[src/rtl/vga_pattern_control_module_if.sv]
`default_nettype none
// ============================================================================
//  Module      : vga_pattern_control_module_if
//  Description : Pixel-stage bus. Carries the sync generator's active flag,
//                addresses and syncs toward the pattern stage, plus the RGB565
//                pixel, realigned syncs and frame pulse back out of it.
//  Revision    : 1.0 - initial release
// ============================================================================
interface vga_pattern_control_module_if;
  logic        Ready_Sig;
  logic [10:0] Column_Addr_Sig;
  logic [10:0] Row_Addr_Sig;
  logic        HSYNC_Sig;
  logic        VSYNC_Sig;
  logic        Mode_Step;
  logic [4:0]  Red_Sig;
  logic [5:0]  Green_Sig;
  logic [4:0]  Blue_Sig;
  logic        HSYNC_Out;
  logic        VSYNC_Out;
  logic        Frame_Done;

  // Sync generator / controller side
  modport master (
    output Ready_Sig, Column_Addr_Sig, Row_Addr_Sig, HSYNC_Sig, VSYNC_Sig, Mode_Step,
    input  Red_Sig, Green_Sig, Blue_Sig, HSYNC_Out, VSYNC_Out, Frame_Done
  );

  // Pattern stage side
  modport slave (
    input  Ready_Sig, Column_Addr_Sig, Row_Addr_Sig, HSYNC_Sig, VSYNC_Sig, Mode_Step,
    output Red_Sig, Green_Sig, Blue_Sig, HSYNC_Out, VSYNC_Out, Frame_Done
  );
endinterface
`default_nettype wire

[src/rtl/vga_pattern_control_module.sv]
`default_nettype none
// ============================================================================
//  Module      : vga_pattern_control_module
//  Description : Two-stage RGB565 test-pattern generator for 800x600 VGA.
//                Colour bars, 32x32 checkerboard and a bouncing box; mode and
//                box position change only at frame end.
//  Revision    : 1.0 - initial release
// ============================================================================
module vga_pattern_control_module #(
  parameter int H_ACTIVE = 800,
  parameter int V_ACTIVE = 600,
  parameter int BOX_SIZE = 64,
  parameter int BOX_STEP = 2
) (
  input  wire logic                   vga_clk,
  input  wire logic                   rst,
  vga_pattern_control_module_if.slave vga_io
);

  localparam logic [10:0] c_LAST_COL = 11'(H_ACTIVE - 1);
  localparam logic [10:0] c_LAST_ROW = 11'(V_ACTIVE - 1);
  localparam logic [10:0] c_LIMIT_X  = 11'(H_ACTIVE - BOX_SIZE);
  localparam logic [10:0] c_LIMIT_Y  = 11'(V_ACTIVE - BOX_SIZE);
  localparam logic [10:0] c_BOX_SIZE = 11'(BOX_SIZE);
  localparam logic [10:0] c_STEP     = 11'(BOX_STEP);
  localparam int          c_BAR_W    = H_ACTIVE / 8;

  localparam logic [15:0] c_WHITE   = 16'hFFFF;
  localparam logic [15:0] c_YELLOW  = 16'hFFE0;
  localparam logic [15:0] c_CYAN    = 16'h07FF;
  localparam logic [15:0] c_GREEN   = 16'h07E0;
  localparam logic [15:0] c_MAGENTA = 16'hF81F;
  localparam logic [15:0] c_RED     = 16'hF800;
  localparam logic [15:0] c_BLUE    = 16'h001F;
  localparam logic [15:0] c_BLACK   = 16'h0000;

  typedef enum logic [1:0] {
    MODE_BARS    = 2'd0,
    MODE_CHECKER = 2'd1,
    MODE_BOX     = 2'd2,
    MODE_RSVD    = 2'd3
  } mode_e;

  // Pattern state
  mode_e       mode_q, mode_d;
  logic        pending_q, pending_d;
  logic [10:0] box_x_q, box_x_d, box_y_q, box_y_d;
  logic        dir_x_q, dir_x_d, dir_y_q, dir_y_d;   // 1 = moving +

  // Stage 1
  logic        rdy1_q, hs1_q, vs1_q, fe1_q;
  mode_e       mode1_q;
  logic [2:0]  bar1_q;
  logic        chk1_q, border1_q, box1_q;

  // Stage 2
  logic [15:0] rgb2_q;
  logic        hs2_q, vs2_q, fd2_q;

  // Combinational per-pixel terms
  logic        w_frame_end;
  logic [2:0]  w_bar_idx;
  logic        w_border;
  logic        w_box_hit;
  logic [10:0] w_box_x_end, w_box_y_end;
  logic [15:0] w_rgb;

  logic [10:0] w_col, w_row;
  assign w_col = vga_io.Column_Addr_Sig;
  assign w_row = vga_io.Row_Addr_Sig;

  assign w_frame_end = vga_io.Ready_Sig && (w_col == c_LAST_COL) && (w_row == c_LAST_ROW);

  // Bar index as a threshold chain: the last threshold crossed wins
  always_comb begin
    w_bar_idx = 3'd0;
    for (int i = 1; i < 8; i++) begin
      if (w_col >= 11'(i * c_BAR_W)) begin
        w_bar_idx = 3'(i);
      end
    end
  end

  assign w_border    = (w_col == 11'd0) || (w_col == c_LAST_COL) ||
                       (w_row == 11'd0) || (w_row == c_LAST_ROW);
  // Box end never exceeds the active width/height, so 11 bits cannot wrap
  assign w_box_x_end = box_x_q + c_BOX_SIZE;
  assign w_box_y_end = box_y_q + c_BOX_SIZE;
  assign w_box_hit   = (w_col >= box_x_q) && (w_col < w_box_x_end) &&
                       (w_row >= box_y_q) && (w_row < w_box_y_end);

  // Mode/pending state register
  always_ff @(posedge vga_clk) begin
    if (rst) begin
      mode_q    <= MODE_BARS;
      pending_q <= 1'b0;
    end else begin
      mode_q    <= mode_d;
      pending_q <= pending_d;
    end
  end

  // Mode advance: a step request (held or same-cycle) commits at frame end only
  always_comb begin
    mode_d    = mode_q;
    pending_d = pending_q;
    if (w_frame_end) begin
      pending_d = 1'b0;
      if (pending_q || vga_io.Mode_Step) begin
        case (mode_q)
          MODE_BARS:    mode_d = MODE_CHECKER;
          MODE_CHECKER: mode_d = MODE_BOX;
          default:      mode_d = MODE_BARS;
        endcase
      end
    end else if (vga_io.Mode_Step) begin
      pending_d = 1'b1;
    end
  end

  // Box X motion: clamp at either limit and reverse
  always_comb begin
    box_x_d = box_x_q;
    dir_x_d = dir_x_q;
    if (w_frame_end) begin
      if (dir_x_q) begin
        if (box_x_q + c_STEP >= c_LIMIT_X) begin
          box_x_d = c_LIMIT_X;
          dir_x_d = 1'b0;
        end else begin
          box_x_d = box_x_q + c_STEP;
        end
      end else begin
        if (box_x_q <= c_STEP) begin
          box_x_d = 11'd0;
          dir_x_d = 1'b1;
        end else begin
          box_x_d = box_x_q - c_STEP;
        end
      end
    end
  end

  // Box Y motion: same rule as X against the vertical limit
  always_comb begin
    box_y_d = box_y_q;
    dir_y_d = dir_y_q;
    if (w_frame_end) begin
      if (dir_y_q) begin
        if (box_y_q + c_STEP >= c_LIMIT_Y) begin
          box_y_d = c_LIMIT_Y;
          dir_y_d = 1'b0;
        end else begin
          box_y_d = box_y_q + c_STEP;
        end
      end else begin
        if (box_y_q <= c_STEP) begin
          box_y_d = 11'd0;
          dir_y_d = 1'b1;
        end else begin
          box_y_d = box_y_q - c_STEP;
        end
      end
    end
  end

  // Box position/direction registers
  always_ff @(posedge vga_clk) begin
    if (rst) begin
      box_x_q <= 11'd0;
      box_y_q <= 11'd0;
      dir_x_q <= 1'b1;
      dir_y_q <= 1'b1;
    end else begin
      box_x_q <= box_x_d;
      box_y_q <= box_y_d;
      dir_x_q <= dir_x_d;
      dir_y_q <= dir_y_d;
    end
  end

  // Stage 1: capture timing and pixel classification; the mode is captured
  // with the pixel so the frame-end pixel still renders in the old mode
  always_ff @(posedge vga_clk) begin
    if (rst) begin
      rdy1_q    <= 1'b0;
      hs1_q     <= 1'b1;
      vs1_q     <= 1'b1;
      fe1_q     <= 1'b0;
      mode1_q   <= MODE_BARS;
      bar1_q    <= 3'd0;
      chk1_q    <= 1'b0;
      border1_q <= 1'b0;
      box1_q    <= 1'b0;
    end else begin
      rdy1_q    <= vga_io.Ready_Sig;
      hs1_q     <= vga_io.HSYNC_Sig;
      vs1_q     <= vga_io.VSYNC_Sig;
      fe1_q     <= w_frame_end;
      mode1_q   <= mode_q;
      bar1_q    <= w_bar_idx;
      chk1_q    <= w_col[5] ^ w_row[5];
      border1_q <= w_border;
      box1_q    <= w_box_hit;
    end
  end

  // Colour lookup from stage-1 classification; blanking forces black
  always_comb begin
    w_rgb = c_BLACK;
    if (rdy1_q) begin
      case (mode1_q)
        MODE_BARS: begin
          case (bar1_q)
            3'd0:    w_rgb = c_WHITE;
            3'd1:    w_rgb = c_YELLOW;
            3'd2:    w_rgb = c_CYAN;
            3'd3:    w_rgb = c_GREEN;
            3'd4:    w_rgb = c_MAGENTA;
            3'd5:    w_rgb = c_RED;
            3'd6:    w_rgb = c_BLUE;
            default: w_rgb = c_BLACK;
          endcase
        end
        MODE_CHECKER: w_rgb = chk1_q ? c_BLACK : c_WHITE;
        MODE_BOX: begin
          if (border1_q) begin
            w_rgb = c_WHITE;
          end else if (box1_q) begin
            w_rgb = c_RED;
          end else begin
            w_rgb = c_BLACK;
          end
        end
        default: w_rgb = c_BLACK;
      endcase
    end
  end

  // Stage 2: output registers
  always_ff @(posedge vga_clk) begin
    if (rst) begin
      rgb2_q <= 16'h0000;
      hs2_q  <= 1'b1;
      vs2_q  <= 1'b1;
      fd2_q  <= 1'b0;
    end else begin
      rgb2_q <= w_rgb;
      hs2_q  <= hs1_q;
      vs2_q  <= vs1_q;
      fd2_q  <= fe1_q;
    end
  end

  assign vga_io.Red_Sig    = rgb2_q[15:11];
  assign vga_io.Green_Sig  = rgb2_q[10:5];
  assign vga_io.Blue_Sig   = rgb2_q[4:0];
  assign vga_io.HSYNC_Out  = hs2_q;
  assign vga_io.VSYNC_Out  = vs2_q;
  assign vga_io.Frame_Done = fd2_q;

endmodule
`default_nettype wire

[src/flat_wrapper.sv]
// flat-port wrapper written by rule: the top's interface ports become plain ports
module vga_pattern_control_module_flat 
#(
  parameter int H_ACTIVE = 800,
  parameter int V_ACTIVE = 600,
  parameter int BOX_SIZE = 64,
  parameter int BOX_STEP = 2
)
  (vga_clk, rst, vga_io_Ready_Sig, vga_io_Column_Addr_Sig, vga_io_Row_Addr_Sig, vga_io_HSYNC_Sig, vga_io_VSYNC_Sig, vga_io_Mode_Step, vga_io_Red_Sig, vga_io_Green_Sig, vga_io_Blue_Sig, vga_io_HSYNC_Out, vga_io_VSYNC_Out, vga_io_Frame_Done);
  vga_pattern_control_module_if vga_io_i ();
  input  wire logic vga_clk;
  input  wire logic rst;
  input wire logic [$bits(vga_io_i.Ready_Sig)-1:0] vga_io_Ready_Sig;
  input wire logic [$bits(vga_io_i.Column_Addr_Sig)-1:0] vga_io_Column_Addr_Sig;
  input wire logic [$bits(vga_io_i.Row_Addr_Sig)-1:0] vga_io_Row_Addr_Sig;
  input wire logic [$bits(vga_io_i.HSYNC_Sig)-1:0] vga_io_HSYNC_Sig;
  input wire logic [$bits(vga_io_i.VSYNC_Sig)-1:0] vga_io_VSYNC_Sig;
  input wire logic [$bits(vga_io_i.Mode_Step)-1:0] vga_io_Mode_Step;
  output wire logic [$bits(vga_io_i.Red_Sig)-1:0] vga_io_Red_Sig;
  output wire logic [$bits(vga_io_i.Green_Sig)-1:0] vga_io_Green_Sig;
  output wire logic [$bits(vga_io_i.Blue_Sig)-1:0] vga_io_Blue_Sig;
  output wire logic [$bits(vga_io_i.HSYNC_Out)-1:0] vga_io_HSYNC_Out;
  output wire logic [$bits(vga_io_i.VSYNC_Out)-1:0] vga_io_VSYNC_Out;
  output wire logic [$bits(vga_io_i.Frame_Done)-1:0] vga_io_Frame_Done;
  assign vga_io_i.Ready_Sig = vga_io_Ready_Sig;
  assign vga_io_i.Column_Addr_Sig = vga_io_Column_Addr_Sig;
  assign vga_io_i.Row_Addr_Sig = vga_io_Row_Addr_Sig;
  assign vga_io_i.HSYNC_Sig = vga_io_HSYNC_Sig;
  assign vga_io_i.VSYNC_Sig = vga_io_VSYNC_Sig;
  assign vga_io_i.Mode_Step = vga_io_Mode_Step;
  assign vga_io_Red_Sig = vga_io_i.Red_Sig;
  assign vga_io_Green_Sig = vga_io_i.Green_Sig;
  assign vga_io_Blue_Sig = vga_io_i.Blue_Sig;
  assign vga_io_HSYNC_Out = vga_io_i.HSYNC_Out;
  assign vga_io_VSYNC_Out = vga_io_i.VSYNC_Out;
  assign vga_io_Frame_Done = vga_io_i.Frame_Done;
  vga_pattern_control_module #(.H_ACTIVE(H_ACTIVE), .V_ACTIVE(V_ACTIVE), .BOX_SIZE(BOX_SIZE), .BOX_STEP(BOX_STEP)) u_core (.vga_clk(vga_clk), .rst(rst), .vga_io(vga_io_i));
endmodule
[config.mk]
export PLATFORM = sky130hd
export DESIGN_NAME = vga_pattern_control_module_flat
export DESIGN_NICKNAME = d
export VERILOG_FILES = /design/src/rtl/vga_pattern_control_module_if.sv /design/src/rtl/vga_pattern_control_module.sv /design/src/flat_wrapper.sv
export SDC_FILE = /design/constraint.sdc
export NUM_CORES = 1
export LEC_CHECK = 0
export ABC_AREA = 1
export BUFFER_PORTS_ARGS = -buffer_cell sky130_fd_sc_hd__buf_2
export CAP_MARGIN = 30
export CORE_UTILIZATION = 39
export DETAILED_ROUTE_END_ITERATION = 8
export GPL_TIMING_DRIVEN = 0
export PLACE_DENSITY_LB_ADDON = 0.1
export SLEW_MARGIN = 20
export SYNTH_ARGS = -nofsm -noshare
export SYNTH_HDL_FRONTEND = slang
export SYNTH_SLANG_ARGS = --single-unit
[constraint.sdc]
create_clock -name vga_clk -period 2.15 [get_ports vga_clk]
set_clock_uncertainty 0.05 [all_clocks]
set_input_delay 0.43 -clock vga_clk [delete_from_list [all_inputs] [get_ports vga_clk]]
set_output_delay 0.43 -clock vga_clk [all_outputs]
set_load 0.005 [all_outputs]
# [Word-level counts from Yosys, hierarchy flattened]
# Cells that the tools add are included.
[word_totals] out_inout_bits=19 ff_bits=58 inputBits=28
[op_classes] reduce_logical=17 n_bitwise=2 n_lt_le_gt_ge=15 eq_ne=11 muxes=25 add_sub_neg=6
[op_table] cell="one-hot mux 16 bit (7 select lines)" count=1
[op_table] cell="two-way mux 11 bit" count=6
[op_table] cell="two-way mux 16 bit" count=3
[op_table] cell="one-hot mux 16 bit (3 select lines)" count=1
[op_table] cell="greater-or-equal comparator 11 x 10 -> 1 bit (second input constant)" count=4
[op_table] cell="greater-or-equal comparator 11 x 9 -> 1 bit (second input constant)" count=3
[op_table] cell="adder 11 x 2 -> 11 bit (second input constant)" count=2
[op_table] cell="adder 11 x 7 -> 11 bit (second input constant)" count=2
[op_table] cell="== test 11 x 10 -> 1 bit (second input constant)" count=2
[op_table] cell="greater-or-equal comparator 11 bit" count=2
[op_table] cell="<= comparator 11 x 2 -> 1 bit (second input constant)" count=2
[op_table] cell="zero test 11 bit" count=2
[op_table] cell="less-than comparator 11 bit" count=2
[op_table] cell="subtractor 11 x 2 -> 11 bit (second input constant)" count=2
[op_table] cell="two-way mux 3 bit" count=4
[op_table] cell="greater-or-equal comparator 11 x 7 -> 1 bit (second input constant)" count=1
[op_table] cell="greater-or-equal comparator 11 x 8 -> 1 bit (second input constant)" count=1
[op_table] cell="== test 3 bit (second input constant)" count=3
[op_table] cell="two-way mux 1 bit" count=7
[op_table] cell="== test 3 x 2 -> 1 bit (second input constant)" count=2
[op_table] cell="logical AND 1 bit" count=5
[op_table] cell="== test 2 x 1 -> 1 bit (second input constant)" count=2
[op_table] cell="zero test 2 bit" count=2
[op_table] cell="logical OR 1 bit" count=4
[op_table] cell="other kinds (9)" count=11

# [Depth between registers and ports, before layout]
# Gate-level depths: netlist of the first run.
[logic_depth] ltp_word=8 depth_mapped=13 ltp_nobuf=13

# [Worst setup path after synthesis of the first run]
# OpenSTA, ideal clock, no wires.
[synth_path] path_type="register to register" start="reg u_core.box_x_q[7]" end="reg u_core.box1_q" arrival_ns=1.708 stages_incl_launch_ff=13 required_ns=1.968 path_slack_ns=0.261 synth_period_minus_slack_ns=1.889 n_path_buf=0 cell_sequence="dfxtp_1 > ha_1 > nand2_1 > nor2_1 > xor2_1 > ha_1 > nand2_1 > inv_1 > nand3_1 > nor4_1 > nor2_1 > nand3_1 > nor3_1"
[synth_between] elab_chain_cells=5 word_cells_on_any_way=6
[synth_lines] element="start: declaration" line_no="vga_pattern_control_module.sv:47" text="logic [10:0] box_x_q, box_x_d, box_y_q, box_y_d;"
[synth_lines] element="start signal: assignment" line_no="vga_pattern_control_module.sv:175" text="box_x_q <= box_x_d;"
[synth_lines] element="adder 11 x 7 -> 11 bit" line_no="vga_pattern_control_module.sv:87" text="assign w_box_x_end = box_x_q + c_BOX_SIZE;"
[synth_lines] element="less-than comparator 11 bit" line_no="vga_pattern_control_module.sv:89" text="assign w_box_hit = (w_col >= box_x_q) && (w_col < w_box_x_end) &&"
[synth_lines] element="logical AND 1 bit * (2 in a row)" line_no="vga_pattern_control_module.sv:89"
[synth_lines] element="logical AND 1 bit *" line_no="vga_pattern_control_module.sv:90" text="(w_row >= box_y_q) && (w_row < w_box_y_end);"
[synth_lines] element="end signal: assignment" line_no="vga_pattern_control_module.sv:204" text="box1_q <= w_box_hit;"
[synth_lines] element="end: declaration" line_no="vga_pattern_control_module.sv:54" text="logic chk1_q, border1_q, box1_q;"
# Mark *: on every way between the ends. The rest lies on a longest branch, timed or not.
# A chain may end at the register's enable or synchronous reset.

# [Worst setup path after layout of the first run]
[layout_path] start="reg u_core.box_x_q[6]" end="reg u_core.box1_q"
# Same word-level chain as after synthesis.

==> metrics.csv, run 1 <==
stage;metric;value;unit
run_status;status;completed;
critical_path;required time at the worst-slack endpoint;2.31;ns
pwr;sw power;0.000446;W
timing;Max Freq;0.490;GHz
logic_synthesis;synthesized area;3730;µm²
logic_synthesis;Syn Nets;638;
layout;area grow syn2layout;15.9;%
logic_synthesis;Synth Area in Compound Gates;0.127;
layout;Non-Filler Instances;755;
global_route;GRT overflow;0;
layout;n_diodes;0;
critical_path;worst setup path category;flop to flop;
floorplanning;IO Pins;47;
critical_path;Worst path slowest cell;dfxtp_4;
global_route;initial antenna violation count;0;
logic_synthesis;Synth Warn #;0;
pwr;register share of total power;0.469;
floorplanning;Rows;35;
critical_path;cells along the critical path;ha_4 > nand2_2 > nor2_4 > xor2_1 > ha_1 > a21oi_2 > o21a_1 > o21ai_1 > nor2_1 > nand3_1 > nor3_2;
timing;Tcrit/Tclk final;0.950;
detailed_routing;Pre-antenna DRT Iters;5;
pwr;switching part of the total;0.258;
placement;port buffer count;45;
global_route;first-pass GRT wire length;15800;µm
clocking;clock latency on the worst-skew pair;0.30;ns
pwr;Power, Total;0.00173;W
timing;final hold vios;0;
detailed_routing;drt drc;0;
logic_synthesis;post-synthesis sequential area ratio;0.231;
logic_synthesis;Simple-Gate Fraction of Synth Area;0.355;
critical_path;CP top delay family;simple AND/OR/NAND/NOR gates;
logic_synthesis;Synth Area in XOR/XNOR;0.0399;
logic_synthesis;top post-synthesis cells by count;nand2_1 (138), nor2_1 (71), inv_1 (68);
floorplanning;DIE AREA;9960;µm²
clocking;clk sinks;43;
layout;share of cells above drive strength 1;0.185;
timing;final setup TNS;0;ns
global_route;pin count of the biggest net entering global routing;15;
pwr;clock share of power;0.398;
clocking;H-tree depth;2;
logic_synthesis;count leader, synth;nand2_1;
clocking;CTS buffer count;5;
placement;HPWL after detailed placement;7650;µm
pwr;Pint;0.00129;W
pwr;Worst VDD drop;0.323;mV
detailed_routing;initial DRC count;105;
global_route;vias in the first global route;3410;
placement;Placer Congestion;0.882;
critical_path;crit end category;flop;
critical_path;Startpoint Class;flop;
timing;unrepaired setup endpoints after global routing;true;
logic_synthesis;main combinational cell family by area after synthesis;simple AND/OR/NAND/NOR gates;
flow_run;Max-cap violations;0;
logic_synthesis;Synth area leader;dfxtp_1;
logic_synthesis;Synth Flop Type;dfxtp_1;
logic_synthesis;Synth Area in Adders;0.134;
layout;Core Util, Final;0.468;
timing;Slew Limit Fails;0;
clocking;Max Root-Sink Buffers;2;
worst_hold_path;min-delay worst type;input pin to flop;
pwr;P_leak;2.19;nW
logic_synthesis;Mapped Cells;570;
detailed_routing;Avg WL per Cell;12.6;µm
detailed_routing;ANT nets after route;0;
clocking;CTS Hold Bufs;0;
pwr;combinational group share of total power;0.133;
floorplanning;core area;9240;µm²
logic_synthesis;async set-reset flop share out of synthesis;0;
logic_synthesis;post-synth top area share;0.231;
timing;headroom to the max-slew limit;0.619;
logic_synthesis;ranking of synthesized cells by area;dfxtp_1 (23%), nand2_1 (14%), ha_1 (13%);
timing;setup violators final;0;
layout;Nets;693;
logic_synthesis;mux cell area share after synthesis;0;
logic_synthesis;Mapped Avg Cell Area;6.54;µm²
detailed_routing;routed vias/inst;4.97;
placement;# placed instances;744;
detailed_routing;vias post-DR;3750;
timing;hold slack;0.261;ns
floorplanning;initial core utilization;0.404;
critical_path;crit-path max cell delay;0.41;ns
floorplanning;DIE WIDTH;99.8;µm
critical_path;worst path arrival time;2.21;ns
pwr;P per Cell Area;401;nW/µm²
clocking;Root Buffer;clkbuf_8;
clocking;CTS tree;yes;
critical_path;worst-path fanout max;6;
critical_path;Buf/Inv on CP;0;
clocking;clock-pin slew on the worst setup and hold paths;0.09;ns
timing;Tmin final;2.04;ns
floorplanning;Die Y;99.8;µm
logic_synthesis;number of enable flip-flop cells after synthesis;0;
timing;Slew @ Worst Pin;0.566;ns
global_route;GRT Overall Usage;0.196;
detailed_routing;Post-Route WL;9520;µm
logic_synthesis;#FFs+latches synth;43;
logic_synthesis;Distinct cells, synth;40;
## metal layers
layer	global-route usage	routed length, µm
met1	0.263	4620
met2	0.330	4390
met3	0.0265	375
met4	0.0509	140
met5	0	0
## through the flow
stage	worst slack, ns	area [µm²]
floorplan	0.261	3730
global placement	-0.00884	4120
detailed placement	-0.0754	4120
CTS	0.0168	4240
global route	-0.0528	4320
finish	0.108	4320
## cell type report
| class | count | area, µm² |
|---|---|---|
| fill | 985 | 4920 |
| multi-input combinational | 435 | 2500 |
| tap | 129 | 161 |
| sequential | 43 | 872 |
| timing repair buffer | 48 | 248 |
| clock buffer | 6 | 82.6 |
| inverter | 71 | 267 |
| buffer | 21 | 155 |
| clock inverter | 2 | 38.8 |
## repair_timing
item,4_1_cts,5_1_grt
pin swaps,0,6
endpoints found under the setup margin,1,7
resized for setup,4,17
buffers inserted,0,3
## worst register-to-register path: cells and delay by family (launching register included)
| kind | cells | cell delay, ns |
|---|---|---|
| AO/OA/AOI/OAI | 3 | 0.37 |
| XOR/XNOR | 1 | 0.19 |
| adder cells (fa/ha/maj) | 2 | 0.43 |
| flip-flops | 1 | 0.41 |
| AND/OR/NAND/NOR | 5 | 0.51 |
## registers in the layout (all words and copies together), names as in the netlist, 2 cells and up
| register | flops |
|---|---|
| u_core.box_x_q | 10 |
| u_core.box_y_q | 10 |
| u_core.bar1_q | 3 |
| u_core.rgb2_q | 3 |
| u_core.mode1_q | 2 |
| u_core.mode_q | 2 |
## final timing paths
kind / startpoint / to / slack (ns) / cells after the start
max: u_core.box_x_q[6] / u_core.box1_q / 0.11 / 11
min: vga_io_HSYNC_Sig / u_core.hs1_q / 0.26 / 2
max reg2reg: u_core.box_x_q[6] / u_core.box1_q / 0.11 / 11
min reg2reg: u_core.hs1_q / u_core.vga_io.HSYNC_Out / 0.36 / 1
## logic make-up (layout without fill, tap and decap cells)
group           after synthesis  in the layout
compound gates               83             83
xor+xnor                     17             17
fa+ha+maj                    40             40
buf+inv                      92            148
flops                        43             43
simple gates                295            295
## layout by cell type, fill, tap and decap left out, drive strengths merged
cell     netlist  final
xnor2          3      3
o211ai         3      3
nor3          11     11
nand2        143    143
o2111ai        1      1
a21oi         33     33
ha            40     40
nor4           3      3
or2            4      4
buf           20     68
o21ai         26     26
xor2          14     14
nor3b          1      1
o21a           5      5
nand4          7      7
inv           71     72
a22oi          2      2
nor2          78     78
o31ai          4      4
o21bai         2      2
nand3         46     46
a31oi          5      5
clkbuf         1      7
dfxtp         43     43
nand3b         2      2
bufinv         0      1
o22ai          2      2
## power groups by stage
stage | registers, W | clock network (W) | logic, W
after floorplan | 0.000833 | 0 | 0.000137
after global placement | 0.000833 | 0 | 0.000221
after detailed placement | 0.000834 | 0 | 0.000227
after CTS | 0.000815 | 0.000713 | 0.000228
after global routing | 0.000814 | 0.000737 | 0.000263
final | 0.000812 | 0.000689 | 0.000231
(Power assumes the default switching activity.)
==> inputs of run 2 (changes only) <==
--- a/config.mk
+++ b/config.mk
@@ -8,9 +8,11 @@
 export ABC_AREA = 1
 export BUFFER_PORTS_ARGS = -buffer_cell sky130_fd_sc_hd__buf_2
 export CAP_MARGIN = 30
+export CORE_ASPECT_RATIO = 2
 export CORE_UTILIZATION = 39
 export DETAILED_ROUTE_END_ITERATION = 8
 export GPL_TIMING_DRIVEN = 0
+export HOLD_SLACK_MARGIN = 0.05
 export PLACE_DENSITY_LB_ADDON = 0.1
 export SLEW_MARGIN = 20
 export SYNTH_ARGS = -nofsm -noshare
==> metrics.csv, run 2 (synthesis gave the netlist of run 1 again) <==
stage;metric;value;unit;change
run_status;status;finished with violations;;was completed
run_status;violated checks;design-rule violations;;
flow_run;Max-cap violations;0;;unchanged
global_route;GRT overflow;0;;unchanged
placement;HPWL after detailed placement;8730;µm;was 7650 µm
pwr;Power, Total;0.00185;W;was 0.00173 W
pwr;Worst VDD drop;0.400;mV;was 0.323 mV
layout;commonest non-fill, non-tap cells in the layout;nand2_1 (137), nor2_1 (69), inv_1 (68);;was nand2_1 (136), inv_1 (68), nor2_1 (68)
clocking;Root Buffer;clkbuf_16;;was clkbuf_8
layout;number of fill cells;1008;;was 985
critical_path;cells along the critical path;ha_4 > nand2_2 > nor2_4 > xor2_1 > ha_1 > a21oi_2 > o21a_1 > o21ai_0 > nor2_1 > nand3_1 > nor3_2;;was ha_4 > nand2_2 > nor2_4 > xor2_1 > ha_1 > a21oi_2 > o21a_1 > o21ai_1 > nor2_1 > nand3_1 > nor3_2
clocking;H-tree depth;2;;unchanged
layout;share of cells above drive strength 1;0.181;;was 0.185
floorplanning;initial core utilization;0.400;;was 0.404
detailed_routing;Post-Route WL;10700;µm;was 9520 µm
global_route;pin count of the biggest net entering global routing;16;;was 15
clocking;CTS buffer count;5;;unchanged
layout;n_diodes;0;;unchanged
floorplanning;DIE WIDTH;71.1;µm;was 99.8 µm
global_route;vias in the first global route;3620;;was 3,410
timing;Slew @ Worst Pin;0.479;ns;was 0.566 ns
timing;setup violators final;0;;unchanged
critical_path;crit-path max cell delay;0.40;ns;was 0.41 ns
critical_path;Startpoint Class;flop;;unchanged
clocking;clk sinks;43;;unchanged
detailed_routing;drt drc;6;;was 0
pwr;P per Cell Area;429;nW/µm²;was 401 nW/µm²
layout;Largest regs;u_core.box_x_q x10, u_core.box_y_q x10;;unchanged
timing;hold slack;0.272;ns;was 0.261 ns
critical_path;required time at the worst-slack endpoint;2.32;ns;was 2.31 ns
critical_path;worst path arrival time;2.25;ns;was 2.21 ns
floorplanning;Die Y;140;µm;was 99.8 µm
critical_path;worst setup path category;flop to flop;;unchanged
floorplanning;core area;9320;µm²;was 9240 µm²
pwr;Pint;0.00134;W;was 0.00129 W
detailed_routing;ANT nets after route;0;;unchanged
layout;Nets;693;;unchanged
detailed_routing;initial DRC count;128;;was 105
worst_hold_path;min-delay worst type;input pin to flop;;unchanged
clocking;CTS tree;yes;;unchanged
detailed_routing;vias post-DR;3812;;was 3,750
pwr;register share of total power;0.439;;was 0.469
timing;Max Freq;0.482;GHz;was 0.490 GHz
floorplanning;Rows;50;;was 35
timing;Tmin final;2.07;ns;was 2.04 ns
clocking;Max Root-Sink Buffers;2;;unchanged
pwr;P_leak;2.19;nW;about the same
pwr;sw power;0.000510;W;was 0.000446 W
layout;leading cell type in the layout, fill and taps excluded;nand2_1;;unchanged
pwr;clock share of power;0.432;;was 0.398
global_route;first-pass GRT wire length;16800;µm;was 15,800 µm
placement;port buffer count;45;;unchanged
timing;final hold vios;0;;unchanged
layout;Core Util, Final;0.462;;was 0.468
pwr;switching part of the total;0.276;;was 0.258
detailed_routing;Avg WL per Cell;14.7;µm;was 12.6 µm
critical_path;worst-path fanout max;6;;unchanged
detailed_routing;routed vias/inst;5.22;;was 4.97
timing;headroom to the max-slew limit;0.681;;was 0.619
critical_path;crit end category;flop;;unchanged
pwr;combinational group share of total power;0.129;;was 0.133
layout;area grow syn2layout;15.6;%;was 15.9%
clocking;clock latency on the worst-skew pair;0.29;ns;was 0.30 ns
critical_path;Worst path slowest cell;dfxtp_4;;unchanged
clocking;CTS Hold Bufs;0;;unchanged
global_route;initial antenna violation count;0;;unchanged
detailed_routing;Pre-antenna DRT Iters;7;;was 5
clocking;clock-pin slew on the worst setup and hold paths;0.07;ns;was 0.09 ns
timing;Slew Limit Fails;0;;unchanged
timing;unrepaired setup endpoints after global routing;true;;unchanged
floorplanning;IO Pins;47;;unchanged
placement;Placer Congestion;0.912;;was 0.882
floorplanning;DIE AREA;9980;µm²;was 9960 µm²
timing;Tcrit/Tclk final;0.965;;was 0.950
global_route;GRT Overall Usage;0.216;;was 0.196
==> run 2: metal layers <==
metal | routed length [µm] | global-route usage | part of all wire | vias up
li1 | - | - | - | 1961
met1 | 4080 | 0.210 | 0.38 | 1745
met2 | 5950 | 0.426 | 0.55 | 80
met3 | 252 | 0.0245 | 0.023 | 26
met4 | 452 | 0.114 | 0.042 | 0
met5 | 0 | 0 | 0 | -
==> run 2: power groups by stage <==
stage / combinational, W / sequential, W / clock, W
2_1_floorplan: 0.000137 / 0.000833 / 0
3_3_place_gp: 0.000230 / 0.000834 / 0
3_5_place_dp: 0.000235 / 0.000834 / 0
4_1_cts: 0.000236 / 0.000814 / 0.000828
5_1_grt: 0.000268 / 0.000813 / 0.000855
6_report: 0.000238 / 0.000813 / 0.000799
==> run 2: what timing repair did <==
action	4_1_cts	5_1_grt
gates resized for setup	6	11
setup endpoints to repair	4	4
hold endpoints to repair	0	0
buffers inserted	0	3
pin swaps	0	3
==> run 2: layout make-up <==
class                           instances  area, µm²  share of cell area
Multi-Input combinational cell        435       2490               0.578
Sequential cell                        43        871               0.202
Inverter                               71        267              0.0618
Timing Repair Buffer                   48        248              0.0575
Buffer                                 21        155              0.0360
Tap cell                              104        130              0.0302
Clock buffer                            5        125              0.0290
Clock inverter                          3       23.8             0.00552
==> run 2: worst paths after layout <==
path	from	end	slack [ns]	cells past startpoint
min	vga_io_HSYNC_Sig	u_core.hs1_q	0.27	2
max reg2reg	u_core.box_x_q[6]	u_core.box1_q	0.08	11
min reg2reg	u_core.hs1_q	u_core.vga_io.HSYNC_Out	0.36	1
max	u_core.box_x_q[6]	u_core.box1_q	0.08	11
==> run 2: stage by stage <==
step | cells | cell area, µm² | setup WS, ns | setup TNS, ns
final | 730 | 4310 | 0.0754 | 0
after global routing | 730 | 4310 | -0.0678 | -0.0678
after CTS | 727 | 4240 | -0.0385 | -0.0385
after detailed placement | 719 | 4080 | -0.167 | -0.250
after global placement | 719 | 4080 | -0.121 | -0.124
after floorplan | 570 | 3730 | 0.261 | 0
==> run 2: critical path: cells and delay by family (launching register included) <==
family / cells / cell delay (ns)
AOI/OAI and AO/OA: 3 / 0.37
xor gates and xnor gates: 1 / 0.18
adders and majority gates: 2 / 0.42
DFF: 1 / 0.40
and+or+nand+nor: 5 / 0.57
==> inputs of run 3 (changes only) <==
==> constraint.sdc (replaced) <==
create_clock -name vga_clk -period 2.7 [get_ports vga_clk]
set_clock_uncertainty 0.05 [all_clocks]
set_input_delay 0.54 -clock vga_clk [delete_from_list [all_inputs] [get_ports vga_clk]]
set_output_delay 0.54 -clock vga_clk [all_outputs]
set_load 0.005 [all_outputs]
==> metrics.csv, run 3 (synthesis gave the netlist of run 1 again) <==
stage;metric;value;unit;change
timing;final setup TNS;0;ns;unchanged
placement;HPWL after detailed placement;8730;µm;unchanged
clocking;clock latency on the worst-skew pair;0.29;ns;about the same
run_status;status;finished with violations;;unchanged
clocking;clk sinks;43;;unchanged
global_route;initial antenna violation count;0;;unchanged
critical_path;Critical Path Source;u_core.box_x_q[7];;was u_core.box_x_q[6]
timing;Tcrit/Tclk final;0.862;;was 0.965
timing;hold slack;0.365;ns;was 0.272 ns
timing;worst setup margin;0.372;ns;was 0.0754 ns
detailed_routing;Avg WL per Cell;14.6;µm;was 14.7 µm
worst_hold_path;worst min-delay path startpoint;u_core.hs1_q;;was vga_io_HSYNC_Sig
run_status;violated checks;design-rule violations;;unchanged
timing;headroom to the max-slew limit;0.689;;was 0.681
global_route;pin count of the biggest net entering global routing;16;;unchanged
critical_path;worst path arrival time;2.49;ns;was 2.25 ns
clocking;CTS buffer count;5;;unchanged
worst_hold_path;worst hold path cell count;1;;was 2
critical_path;Register-to-Register Path Depth;11;;unchanged
clocking;Max Root-Sink Buffers;2;;unchanged
timing;unrepaired setup endpoints after global routing;false;;was true
timing;Slew @ Worst Pin;0.463;ns;was 0.479 ns
critical_path;required time at the worst-slack endpoint;2.86;ns;was 2.32 ns
worst_hold_path;min-delay worst type;flop to flop;;was input pin to flop
timing;final hold vios;0;;unchanged
timing;setup violators final;0;;unchanged
floorplanning;DIE WIDTH;71.1;µm;unchanged
detailed_routing;ANT nets after route;0;;unchanged
critical_path;cells along the critical path;ha_1 > nand2_1 > nor2_1 > xor2_1 > ha_1 > a21oi_1 > o21a_1 > o21ai_0 > nor2_1 > nand3_1 > nor3_1;;was ha_4 > nand2_2 > nor2_4 > xor2_1 > ha_1 > a21oi_2 > o21a_1 > o21ai_0 > nor2_1 > nand3_1 > nor3_2
global_route;GRT overflow;0;;unchanged
placement;Placement Setup Slack;0.383;ns;was -0.167 ns
critical_path;Worst path slowest cell;dfxtp_1;;was dfxtp_4
placement;port buffer count;45;;unchanged
detailed_routing;initial DRC count;119;;was 128
floorplanning;initial core utilization;0.400;;unchanged
clocking;Post-CTS Repair Setup Buffers;0;;unchanged
global_route;first-pass GRT wire length;16800;µm;unchanged
floorplanning;Die Y;140;µm;unchanged
layout;share of cells above drive strength 1;0.157;;was 0.181
pwr;Worst VDD drop;0.317;mV;was 0.400 mV
floorplanning;IO Pins;47;;unchanged
clocking;CTS tree;yes;;unchanged
global_route;vias in the first global route;3611;;was 3,620
clocking;Root Buffer;clkbuf_16;;unchanged
layout;commonest non-fill, non-tap cells in the layout;nand2_1 (138), nor2_1 (71), inv_1 (68);;was nand2_1 (137), nor2_1 (69), inv_1 (68)
critical_path;crit-path max cell delay;0.46;ns;was 0.40 ns
floorplanning;DIE AREA;9980;µm²;unchanged
critical_path;FF-to-FF Start;u_core.box_x_q[7];;was u_core.box_x_q[6]
critical_path;crit end category;flop;;unchanged
critical_path;worst setup path category;flop to flop;;unchanged
placement;Placer Congestion;0.912;;unchanged
layout;Nets;690;;was 693
flow_run;Max-cap violations;0;;unchanged
clocking;clock-pin slew on the worst setup and hold paths;0.07;ns;about the same
timing;Slew Limit Fails;0;;unchanged
clocking;H-tree depth;2;;unchanged
layout;leading cell type in the layout, fill and taps excluded;nand2_1;;unchanged
detailed_routing;Post-Route WL;10600;µm;was 10,700 µm
detailed_routing;Pre-antenna DRT Iters;6;;was 7
timing;Tmin final;2.33;ns;was 2.07 ns
detailed_routing;vias post-DR;3803;;was 3,812
detailed_routing;drt drc;6;;unchanged
pwr;P_leak;2.17;nW;was 2.19 nW
layout;Largest regs;u_core.box_x_q x10, u_core.box_y_q x10;;unchanged
critical_path;CP top delay family;simple AND/OR/NAND/NOR gates;;unchanged
pwr;P per Cell Area;348;nW/µm²;was 429 nW/µm²
floorplanning;Rows;50;;unchanged
clocking;CTS resizes;0;;was 6
critical_path;Buf/Inv on CP;0;;unchanged
critical_path;Startpoint Class;flop;;unchanged
timing;Max Freq;0.429;GHz;was 0.482 GHz
clocking;CTS Hold Bufs;0;;unchanged
critical_path;CP Depth;11;;unchanged
layout;n_diodes;0;;unchanged
critical_path;worst-path fanout max;7;;was 6
floorplanning;core area;9320;µm²;unchanged
detailed_routing;routed vias/inst;5.23;;was 5.22
layout;area grow syn2layout;13.5;%;was 15.6%
global_route;GRT Overall Usage;0.216;;unchanged
==> run 3: cell count changes in the layout (fill, tap and decap cells not counted), moves of 2 or more <==
cell | before | now
buf_4 | 17 | 14
nor2_1 | 69 | 71
dfxtp_1 | 39 | 43
dfxtp_2 | 2 | 0
dfxtp_4 | 2 | 0
==> run 3: metrics by stage <==
step	cells	utilization	area, µm²	total power, W
after CTS	727	0.454	4230	0.00150
after global placement	719	0.438	4080	0.000847
after global routing	727	0.454	4230	0.00154
final	727	0.454	4230	0.00147
after floorplan	570	-	3730	0.000772
after detailed placement	719	0.438	4080	0.000851
==> run 3: final cells by class <==
type,count,area [µm²]
fillers,1011,5090
well taps,104,130
clock inverters,3,23.8
plain buffers,21,155
flip-flops and latches,43,861
multi-input cells,435,2450
clock buffers,5,125
inverters,71,267
repair buffers,45,225
==> run 3: metal layers <==
layer / routed length, µm / up-vias / GRT usage
met5: 0 / - / 0
met4: 470 / 0 / 0.114
met3: 343 / 31 / 0.0245
met2: 5850 / 92 / 0.426
met1: 3930 / 1722 / 0.210
li1: - / 1958 / -
==> run 3: worst register-to-register path, cell delays in order (launching register included) <==
cell,delay (ns)
dfxtp_1,0.46
ha_1,0.23
nand2_1,0.06
nor2_1,0.21
xor2_1,0.19
ha_1,0.26
a21oi_1,0.13
o21a_1,0.17
o21ai_0,0.10
nor2_1,0.11
nand3_1,0.09
nor3_1,0.17
==> run 3: report_power, final <==
group / total, W / switching, W / internal (W)
combinational: 0.000186 / 0.000110 / 0.0000757
sequential: 0.000649 / 0.00000421 / 0.000645
clock: 0.000639 / 0.000292 / 0.000347
==> run 3: final timing paths <==
kind,end,slack [ns]
setup / recovery,u_core.box1_q,0.37
hold / removal,u_core.vga_io.HSYNC_Out,0.36
setup reg to reg,u_core.box1_q,0.37
hold reg to reg,u_core.vga_io.HSYNC_Out,0.36
